File: config.mk
export PLATFORM = sky130hd
export DESIGN_NAME = slot_game_ctrl_flat
export DESIGN_NICKNAME = d
export VERILOG_FILES = /design/src/rtl/slot_game_ctrl_if.sv /design/src/rtl/slot_game_ctrl.sv /design/src/flat_wrapper.sv
export SDC_FILE = /design/constraint.sdc
export NUM_CORES = 1
export LEC_CHECK = 0
export ABC_CLOCK_PERIOD_IN_PS = 4600
export CAP_MARGIN = 5
export CORE_ASPECT_RATIO = 0.8
export CORE_MARGIN = 3
export CORE_UTILIZATION = 58
export DETAILED_ROUTE_END_ITERATION = 16
export GPL_TIMING_DRIVEN = 0
export PLACE_DENSITY = 0.83
export SLEW_MARGIN = 20
export SYNTH_ARGS = -nofsm -noshare
export SYNTH_HDL_FRONTEND = slang
export SYNTH_SLANG_ARGS = --single-unit
File: constraint.sdc
create_clock -name CLK -period 4.6 [get_ports CLK]
set_input_delay 0.69 -clock CLK [delete_from_list [all_inputs] [get_ports CLK]]
set_output_delay 0.69 -clock CLK [all_outputs]
set_load 0.1 [all_outputs]
File: src/rtl/slot_game_ctrl_if.sv
// Button, reel and status signals between the slot-machine top level and its game controller.
// The master side drives the raw buttons and reel digits; the controller is the slave.
interface slot_game_ctrl_if;
  logic       C_IN;
  logic       GAME_START;
  logic       STOP_BTN;
  logic [3:0] REEL1;
  logic [3:0] REEL2;
  logic [3:0] REEL3;
  logic       STOP1;
  logic       STOP2;
  logic       STOP3;
  logic [6:0] CUR_COIN;
  logic [1:0] CUR_STATE;
  logic [1:0] WIN;

  modport master (
    output C_IN, GAME_START, STOP_BTN, REEL1, REEL2, REEL3,
    input  STOP1, STOP2, STOP3, CUR_COIN, CUR_STATE, WIN
  );

  modport slave (
    input  C_IN, GAME_START, STOP_BTN, REEL1, REEL2, REEL3,
    output STOP1, STOP2, STOP3, CUR_COIN, CUR_STATE, WIN
  );
endinterface

File: src/rtl/slot_game_ctrl.sv
// Slot-machine game controller: button conditioning, credit bookkeeping, reel stop sequencing and payout.
// Optional macro SLOT_AUTO_STOP_EN adds an idle timeout that stops the next reel automatically.
module slot_game_ctrl #(
  parameter int COST          = 1,
  parameter int PAIR_PAY      = 5,
  parameter int JACKPOT_PAY   = 20,
  parameter int MAX_COIN      = 99,
  parameter int HOLD_CYC      = 50000000,
  parameter int AUTO_STOP_CYC = 100000000
) (
  input  logic            CLK,
  input  logic            RST,
  slot_game_ctrl_if.slave bus
);

  typedef enum logic [1:0] {
    S_IDLE   = 2'd0,
    S_READY  = 2'd1,
    S_SPIN   = 2'd2,
    S_RESULT = 2'd3
  } state_t;

  typedef enum logic [1:0] {
    WIN_NONE    = 2'b00,
    WIN_PAIR    = 2'b01,
    WIN_JACKPOT = 2'b10
  } win_t;

  localparam int                HOLD_W    = $clog2(HOLD_CYC + 1);
  localparam logic [HOLD_W-1:0] HOLD_LAST = HOLD_W'(HOLD_CYC - 1);
  localparam logic [HOLD_W-1:0] HOLD_ONE  = HOLD_W'(1);
  localparam logic [6:0]        COST_7    = 7'(COST);
  localparam logic [7:0]        COST_8    = 8'(COST);
  localparam logic [7:0]        PAIR_8    = 8'(PAIR_PAY);
  localparam logic [7:0]        JACK_8    = 8'(JACKPOT_PAY);
  localparam logic [7:0]        MAX_8     = 8'(MAX_COIN);
  localparam logic [6:0]        MAX_7     = 7'(MAX_COIN);

  function automatic win_t classify(input logic [3:0] a, input logic [3:0] b, input logic [3:0] c);
    if (a == b && b == c)             return WIN_JACKPOT;
    else if (a == b || b == c || a == c) return WIN_PAIR;
    else                              return WIN_NONE;
  endfunction

  // ---------------------------------------------------------------------------
  // Button conditioning: bit 0 coin, bit 1 start, bit 2 stop.
  // ---------------------------------------------------------------------------
  logic [2:0] btn_raw;
  logic [2:0] sync1;
  logic [2:0] sync2;
  logic [2:0] edge_q;
  logic       coin_ev;
  logic       start_ev;
  logic       stop_ev;

  assign btn_raw = {bus.STOP_BTN, bus.GAME_START, bus.C_IN};

  // NOTE: sequential blocks use non-blocking assignments so each stage sees the
  // previous stage's old value; blocking here would collapse the synchroniser.
  always_ff @(posedge CLK or negedge RST) begin
    if (!RST) begin
      sync1  <= '0;
      sync2  <= '0;
      edge_q <= '0;
    end else begin
      sync1  <= btn_raw;
      sync2  <= sync1;
      edge_q <= sync2;
    end
  end

  assign coin_ev  = sync2[0] & ~edge_q[0];
  assign start_ev = sync2[1] & ~edge_q[1];
  assign stop_ev  = sync2[2] & ~edge_q[2];

  // ---------------------------------------------------------------------------
  // Game state
  // ---------------------------------------------------------------------------
  state_t            state;
  logic [6:0]        cur_coin;
  logic [2:0]        stop_q;
  win_t              win_q;
  logic [HOLD_W-1:0] hold_cnt;
  logic [3:0]        reel1_q;
  logic [3:0]        reel2_q;
  logic [3:0]        reel3_q;

  logic              auto_fire;
  logic              stop_hit;
  logic              start_go;
  logic              result_entry;

  assign start_go     = (state == S_READY) && start_ev && (cur_coin >= COST_7);
  assign result_entry = (state == S_RESULT) && (hold_cnt == '0);
  assign stop_hit     = (state == S_SPIN) && !stop_q[2] && (stop_ev || auto_fire);

`ifdef SLOT_AUTO_STOP_EN
  localparam int                AUTO_W    = $clog2(AUTO_STOP_CYC + 1);
  localparam logic [AUTO_W-1:0] AUTO_LAST = AUTO_W'(AUTO_STOP_CYC - 1);
  localparam logic [AUTO_W-1:0] AUTO_ONE  = AUTO_W'(1);
  logic [AUTO_W-1:0] auto_cnt;

  assign auto_fire = (state == S_SPIN) && !stop_q[2] && (auto_cnt == AUTO_LAST);

  // Any stop, manual or automatic, restarts the count; outside SPIN it is parked at zero.
  always_ff @(posedge CLK or negedge RST) begin
    if (!RST) begin
      auto_cnt <= '0;
    end else if (state != S_SPIN || stop_hit) begin
      auto_cnt <= '0;
    end else begin
      auto_cnt <= auto_cnt + AUTO_ONE;
    end
  end
`else
  assign auto_fire = 1'b0;
`endif

  // ---------------------------------------------------------------------------
  // Credit arithmetic: coin, payout and debit land in one saturating update.
  // ---------------------------------------------------------------------------
  logic [7:0] payout;
  logic [7:0] debit;
  logic [7:0] credit_sum;
  logic [6:0] credit_next;

  // NOTE: every always_comb output gets a default first so no path leaves it
  // unassigned, which would otherwise infer a latch.
  always_comb begin
    payout = 8'd0;
    if (result_entry) begin
      case (classify(reel1_q, reel2_q, reel3_q))
        WIN_JACKPOT: payout = JACK_8;
        WIN_PAIR:    payout = PAIR_8;
        default:     payout = 8'd0;
      endcase
    end
    debit       = start_go ? COST_8 : 8'd0;
    credit_sum  = {1'b0, cur_coin} + {7'd0, coin_ev} + payout - debit;
    credit_next = (credit_sum > MAX_8) ? MAX_7 : credit_sum[6:0];
  end

  // ---------------------------------------------------------------------------
  // Game FSM with registered outputs
  // ---------------------------------------------------------------------------
  // NOTE: the reel snapshot is ordinary flops, not a memory, so it is reset with
  // everything else; a mid-game reset then never leaves stale digits behind.
  always_ff @(posedge CLK or negedge RST) begin
    if (!RST) begin
      state    <= S_IDLE;
      cur_coin <= '0;
      stop_q   <= '0;
      win_q    <= WIN_NONE;
      hold_cnt <= '0;
      reel1_q  <= '0;
      reel2_q  <= '0;
      reel3_q  <= '0;
    end else begin
      cur_coin <= credit_next;
      case (state)
        S_IDLE: begin
          if (cur_coin >= COST_7) state <= S_READY;
        end
        S_READY: begin
          if (cur_coin < COST_7) begin
            state <= S_IDLE;
          end else if (start_ev) begin
            state  <= S_SPIN;
            stop_q <= '0;
          end
        end
        S_SPIN: begin
          // The reels are frozen once STOP3 is up, so the live digits equal the snapshot.
          if (stop_q[2]) begin
            reel1_q  <= bus.REEL1;
            reel2_q  <= bus.REEL2;
            reel3_q  <= bus.REEL3;
            win_q    <= classify(bus.REEL1, bus.REEL2, bus.REEL3);
            hold_cnt <= '0;
            state    <= S_RESULT;
          end else if (stop_hit) begin
            stop_q <= {stop_q[1:0], 1'b1};
          end
        end
        S_RESULT: begin
          if (hold_cnt == HOLD_LAST) begin
            stop_q   <= '0;
            win_q    <= WIN_NONE;
            hold_cnt <= '0;
            state    <= (cur_coin >= COST_7) ? S_READY : S_IDLE;
          end else begin
            hold_cnt <= hold_cnt + HOLD_ONE;
          end
        end
        default: state <= S_IDLE;
      endcase
    end
  end

  assign bus.STOP1     = stop_q[0];
  assign bus.STOP2     = stop_q[1];
  assign bus.STOP3     = stop_q[2];
  assign bus.CUR_COIN  = cur_coin;
  assign bus.CUR_STATE = state;
  assign bus.WIN       = win_q;

endmodule
File: src/flat_wrapper.sv
// flat-port wrapper written by rule: the top's interface ports become plain ports
module slot_game_ctrl_flat 
#(
  parameter int COST          = 1,
  parameter int PAIR_PAY      = 5,
  parameter int JACKPOT_PAY   = 20,
  parameter int MAX_COIN      = 99,
  parameter int HOLD_CYC      = 50000000,
  parameter int AUTO_STOP_CYC = 100000000
)
  (CLK, RST, bus_C_IN, bus_GAME_START, bus_STOP_BTN, bus_REEL1, bus_REEL2, bus_REEL3, bus_STOP1, bus_STOP2, bus_STOP3, bus_CUR_COIN, bus_CUR_STATE, bus_WIN);
  slot_game_ctrl_if bus_i ();
  input  logic CLK;
  input  logic RST;
  input wire logic [$bits(bus_i.C_IN)-1:0] bus_C_IN;
  input wire logic [$bits(bus_i.GAME_START)-1:0] bus_GAME_START;
  input wire logic [$bits(bus_i.STOP_BTN)-1:0] bus_STOP_BTN;
  input wire logic [$bits(bus_i.REEL1)-1:0] bus_REEL1;
  input wire logic [$bits(bus_i.REEL2)-1:0] bus_REEL2;
  input wire logic [$bits(bus_i.REEL3)-1:0] bus_REEL3;
  output wire logic [$bits(bus_i.STOP1)-1:0] bus_STOP1;
  output wire logic [$bits(bus_i.STOP2)-1:0] bus_STOP2;
  output wire logic [$bits(bus_i.STOP3)-1:0] bus_STOP3;
  output wire logic [$bits(bus_i.CUR_COIN)-1:0] bus_CUR_COIN;
  output wire logic [$bits(bus_i.CUR_STATE)-1:0] bus_CUR_STATE;
  output wire logic [$bits(bus_i.WIN)-1:0] bus_WIN;
  assign bus_i.C_IN = bus_C_IN;
  assign bus_i.GAME_START = bus_GAME_START;
  assign bus_i.STOP_BTN = bus_STOP_BTN;
  assign bus_i.REEL1 = bus_REEL1;
  assign bus_i.REEL2 = bus_REEL2;
  assign bus_i.REEL3 = bus_REEL3;
  assign bus_STOP1 = bus_i.STOP1;
  assign bus_STOP2 = bus_i.STOP2;
  assign bus_STOP3 = bus_i.STOP3;
  assign bus_CUR_COIN = bus_i.CUR_COIN;
  assign bus_CUR_STATE = bus_i.CUR_STATE;
  assign bus_WIN = bus_i.WIN;
  slot_game_ctrl #(.COST(COST), .PAIR_PAY(PAIR_PAY), .JACKPOT_PAY(JACKPOT_PAY), .MAX_COIN(MAX_COIN), .HOLD_CYC(HOLD_CYC), .AUTO_STOP_CYC(AUTO_STOP_CYC)) u_core (.CLK(CLK), .RST(RST), .bus(bus_i));
endmodule
# [Word level (Yosys, flattened, before mapping)]
# Cells that the tools add are included.
[op_classes] addsub=4 multipliers=0 n_div=0 magnitude_cmp=3 eq_ne=20 shift=0 muxes=28 bitwise_logic=6 n_reduce_logical=22
[op_table] op="$mux W26" n=2
[op_table] op="$pmux W26 S2" n=1
[op_table] op="$add A26 B1 Y26 const B" n=1
[op_table] op="$eq A26 B26 Y1 const B" n=1
[op_table] op="$logic_not A26 Y1" n=1
[op_table] op="$eq A4 B4 Y1" n=6
[op_table] op="$mux W2" n=10
[op_table] op="$mux W3" n=5
[op_table] op="$pmux W5 S2" n=1
[op_table] op="$pmux W3 S3" n=1
[op_table] op="$add A7 B1 Y8" n=1
[op_table] op="$add A8 B8 Y8" n=1
[op_table] op="$gt A8 B7 Y1 const B" n=1
[op_table] op="$mux W8" n=1
[op_table] op="$ne A2 B1 Y1 const B" n=4
[op_table] op="$pmux W2 S4" n=1
[op_table] op="$reduce_and A4 Y1" n=2
[op_table] op="$sub A8 B8 Y8" n=1
[op_table] op="$ge A7 B1 Y1 const B" n=1
[op_table] op="$logic_and A1 B1 Y1" n=7
[op_table] op="$lt A7 B1 Y1 const B" n=1
[op_table] op="$mux W7" n=1
[op_table] op="$eq A2 B2 Y1 const B" n=3
[op_table] op="$ne A2 B2 Y1 const B" n=3
[op_table] op="14 further kinds" n=26
[totals] ff_bits=61 latch_bits=0 ramBits=0 romBits=0 input_bits=17 out_inout_bits=14 word_cells=95 memories=0

# [Depth between registers and ports, before layout]
[depth] word_depth=13 depth_mapped=14 depth_no_buf=14

# [Least setup slack after synthesis]
# OpenSTA, ideal clock, no wires.
[synth_path] path_type="register to register" start="register u_core.cur_coin[4] (netlist: u_core.bus.CUR_COIN[4])" end="register u_core.cur_coin[2] (netlist: u_core.bus.CUR_COIN[2])" setup_ns=0.088 arrival_ns=3.955 required_time_ns=4.512 slack_ns=0.556 stages_incl_launch_ff=13 path_buffers=0 synth_period_minus_slack_ns=4.044 cell_sequence="dfrtp_1 or4_4 o31a_1 o21ai_2 and3_1 ha_1 fa_1 fa_1 nand2b_1 a2111oi_0 a311oi_1 and2_1 nor3b_1"
[synth_via] elab_chain_cells=6 elab_cells_between_ends=8 classes_between="add/sub (3); order compare (2); mux (2); reduce/logical (1)"
[synth_lines] item="from (decl)" line_no="slot_game_ctrl.sv:80" source="logic [6:0] cur_coin;"
[synth_lines] item="from (signal assigned)" line_no="slot_game_ctrl.sv:159" source="cur_coin <= credit_next;"
[synth_lines] item="parallel branches: the longest is 3 deep, another holds $add A7 B1 Y8"
[synth_lines] item="$sub A8 B8 Y8 (*)" line_no="slot_game_ctrl.sv:139" source="credit_sum = {1'b0, cur_coin} + {7'd0, coin_ev} + payout - debit;"
[synth_lines] item="$gt A8 B7 Y1" line_no="slot_game_ctrl.sv:140" source="credit_next = (credit_sum > MAX_8) ? MAX_7 : credit_sum[6:0];"
[synth_lines] item="$mux W7 (*)" line_no="slot_game_ctrl.sv:140"
[synth_lines] item="via u_core.credit_next[2]" line_no="slot_game_ctrl.sv:125" source="logic [6:0] credit_next;"
# Mark *: on every way through the listed nets, which the timed path passes.
# A chain may end at the register's enable or synchronous reset.

# [Final worst setup path]
[layout_path] start="register u_core.cur_coin[4] (netlist: u_core.bus.CUR_COIN[4])" end="register u_core.cur_coin[1] (netlist: u_core.bus.CUR_COIN[1])"
# The elaborated chain is that of the path after synthesis.

==> results.py <==
metrics = {
    "route": {
        "ant_nets": 0,
        "firstDrtPassIters": 5,
        "first_iter_violations": 162,
        "wl_um": 7510,
        "drc": 0,
        "via_per_inst": 5.89,
        "wl_per_cell_um": 15.8,
        "vias": 2796,
    },
    "place": {
        "place_congestion": 0.871,
        "dpl_cell_area_um2": 3980,
        "port_buffers": 30,
        "post-place-ws_ns": 0.594,
        "place_hpwl_um": 5660,
    },
    "floorplanning": {
        "die_y_um": 76.1,
        "die-area_um2": 7120,
        "num_rows": 24,
        "io_pins": 31,
        "start_util_pct": 62.7,
        "die_w_um": 93.6,
        "coreArea_um2": 5680,
    },
    "global_route": {
        "grt_pass1_wl_um": 12700,
        "overflow": 0,
        "antenna_found_initial": 0,
        "grtUsageTotal_pct": 22.7,
        "grt_pass1_vias": 2623,
        "grt_max_degree": 39,
    },
    "logic_synthesis": {
        "netlist_instances": 351,
        "synth_area_um2": 3560,
        "ys_seq_elements": 61,
        "synth_edf_count": 0,
        "synth_top_area_share_pct": 42.9,
        "async_flop_share_pct": 100,
        "synth_top_area_cell": "dfrtp_1",
        "syn-num-nets": 383,
        "seq_area_frac_synth_pct": 42.9,
        "synth_ff_type": "dfrtp_1",
        "yosysUniqueCellTypes": 65,
        "avgSynthCellArea_um2": 10.1,
        "yosysWarnings": 0,
        "yosys-top-cells-area": "dfrtp_1, xor2_1, xnor2_1",
    },
    "worst_setup_path": {
        "cpMaxStageDelayCell": "or4_4",
        "startpoint": "u_core.bus.CUR_COIN[4]",
        "critPathCaptureType": "flop",
        "cp_top_family": "compound AO/OA/AOI/OAI gates",
        "worst-path-buf-inv": 0,
        "timing.rr.start": "u_core.bus.CUR_COIN[4]",
        "arrival_ns": 4.33,
        "worstPathMaxFanout": 3,
        "cp.required_ns": 4.88,
        "crit_chain": "or4_4 > o31a_1 > o21ai_2 > and3_1 > ha_1 > fa_1 > fa_1 > nand2b_1 > a21o_1 > a311oi_1 > o311ai_0 > nand3b_1",
        "path_class": "flop to flop",
        "critPathLaunchType": "flop",
        "rrSetupSlack_ns": 0.54,
        "cpMostUsedCell": "fa_1",
        "slowest_delay_ns": 0.55,
    },
    "timing": {
        "final-setup-viol-count": 0,
        "grt_setup_unrepaired": "no",
        "tns_ns": 0,
        "timing.final.crit_share_pct": 88.2,
        "final_max_slew_viol_count": 0,
        "timing_worst_slew_pin_value_ns": 0.970,
        "slew_headroom_pct": 35.1,
        "min_period_ns": 4.06,
        "finalHoldViolCount": 0,
        "max_freq_ghz": 0.246,
        "setup_ws_ns": 0.542,
        "clock_skew_ns": 0.00737,
    },
    "job": {
        "cap_violations": 0,
    },
    "finish": {
        "drive_gt1_share_pct": 11.8,
        "diodes": 0,
        "final_cell_area_um2": 4140,
        "seq_area_um2": 1530,
        "multi_input_area_um2": 1930,
        "final_util_pct": 72.9,
        "final_nets": 425,
        "n_fill_cell": 412,
        "areaGrowthSynthToFinish_pct": 16.3,
    },
    "cts": {
        "root_buffer": "clkbuf_8",
        "cts_tree": "built",
        "ctsResizeCount": 0,
        "numCtsBuffers": 9,
        "cts_hold_buffers": 0,
        "insertion_delay_ns": 0.35,
        "clk_path_buf_depth": 2,
        "cts.sink_count": 61,
        "htree_levels": 3,
        "cts_setup_buffers": 0,
        "clk_pin_slew_ns": 0.07,
    },
    "run_status": {
        "status": "finished, final reports clean",
    },
    "hold_path": {
        "hold_path.class": "input pin to asynchronous set/reset pin",
    },
    "power": {
        "p_leak_nw": 1.79,
        "pwr_density_cell_nw_per_um2": 588,
        "power_mw": 2.44,
        "vdd_drop_max_mv": 0.290,
    },
}
## cell families (layout without fill, tap and decap cells)
group	after synthesis	in the layout	synth area share, %
AO/OA/AOI/OAI	50	50	9.91
XOR/XNOR	46	46	11.3
adder cells (fa/ha/maj)	15	15	5.69
buffers and inverters	25	71	2.81
flip-flops	61	61	42.9
multiplexers	16	16	4.92
AND/OR/NAND/NOR	138	138	22.5
## final timing paths
kind / endpoint / cells past startpoint
max: u_core.bus.CUR_COIN[1] / 12
min: u_core.hold_cnt[4] / 1
max reg2reg: u_core.bus.CUR_COIN[1] / 12
min reg2reg: u_core.sync2[0] / 0
max in group asynchronous: u_core.bus.WIN[1] / 2
min in group CLK: u_core.sync2[0] / 0
## area by class of cell
cell class              instances  share of cell area (%)
plain buffers                   6                   0.695
clock buffers                   9                    2.99
clock inverters                 6                   0.997
inverters                      19                    1.72
multi-input cells             265                    46.7
flip-flops and latches         61                    36.9
well taps                      78                    2.36
repair buffers                 31                    7.68
## cell usage after synthesis (all sizes together), types with 3 or more instances
cell type,count
xor2,26
nand4,13
inv,19
nor3b,5
nand2b,8
ha,13
mux2,12
and3,9
nor2b,5
xnor2,20
o21ai,11
nor3,4
nand2,20
dfrtp,61
a21oi,11
nor2,32
a22o,3
nand3b,4
nand3,14
buf,4
and2,4
nor4,10
mux2i,4
a31oi,4
## stage by stage
step                cells  hold WS (ns)
finish                475         0.237
global route          475         0.240
CTS                   475         0.232
detailed placement    460         0.335
global placement      459         0.332
floorplan             351         0.331
## report_power, final
| group | internal (mW) | total [mW] | switching, mW |
|---|---|---|---|
| sequential | 0.672 | 0.827 | 0.155 |
| clock | 0.190 | 0.403 | 0.213 |
| combinational | 0.470 | 1.21 | 0.736 |
| total | 1.33 | 2.44 | 1.10 |
## layout by cell type, fill, tap and decap left out, types with 4 or more instances in the layout
master	count
inv_1	19
and3_1	9
nor2b_1	5
xor2_1	26
o21ai_0	7
clkbuf_8	9
ha_1	13
a21oi_1	11
nand2b_1	8
mux2_2	12
nor4_1	8
mux2i_1	4
nand2_1	20
dfrtp_1	61
nor2_1	29
nand4_1	13
xnor2_1	20
nand3_1	13
nor3b_1	5
and2_1	4
nand3b_1	4
clkdlybuf4s50_1	29
## layer usage
layer	global-route usage, %	wire [um]
met1	33.2	3520
met2	32.5	3320
met3	7.21	588
met4	6.35	78
met5	0	0
## registers in the layout, indices dropped and copies added (netlist names), named ones only
name and flops:
u_core.sync2 3, u_core.bus.CUR_STATE 1, u_core.edge_q 3, u_core.stop_q 3
u_core.reel2_q 4, u_core.reel3_q 4, u_core.bus.WIN 2, u_core.hold_cnt 26
u_core.reel1_q 4, u_core.sync1 3, u_core.bus.CUR_COIN 7
(Power assumes the default switching activity.)
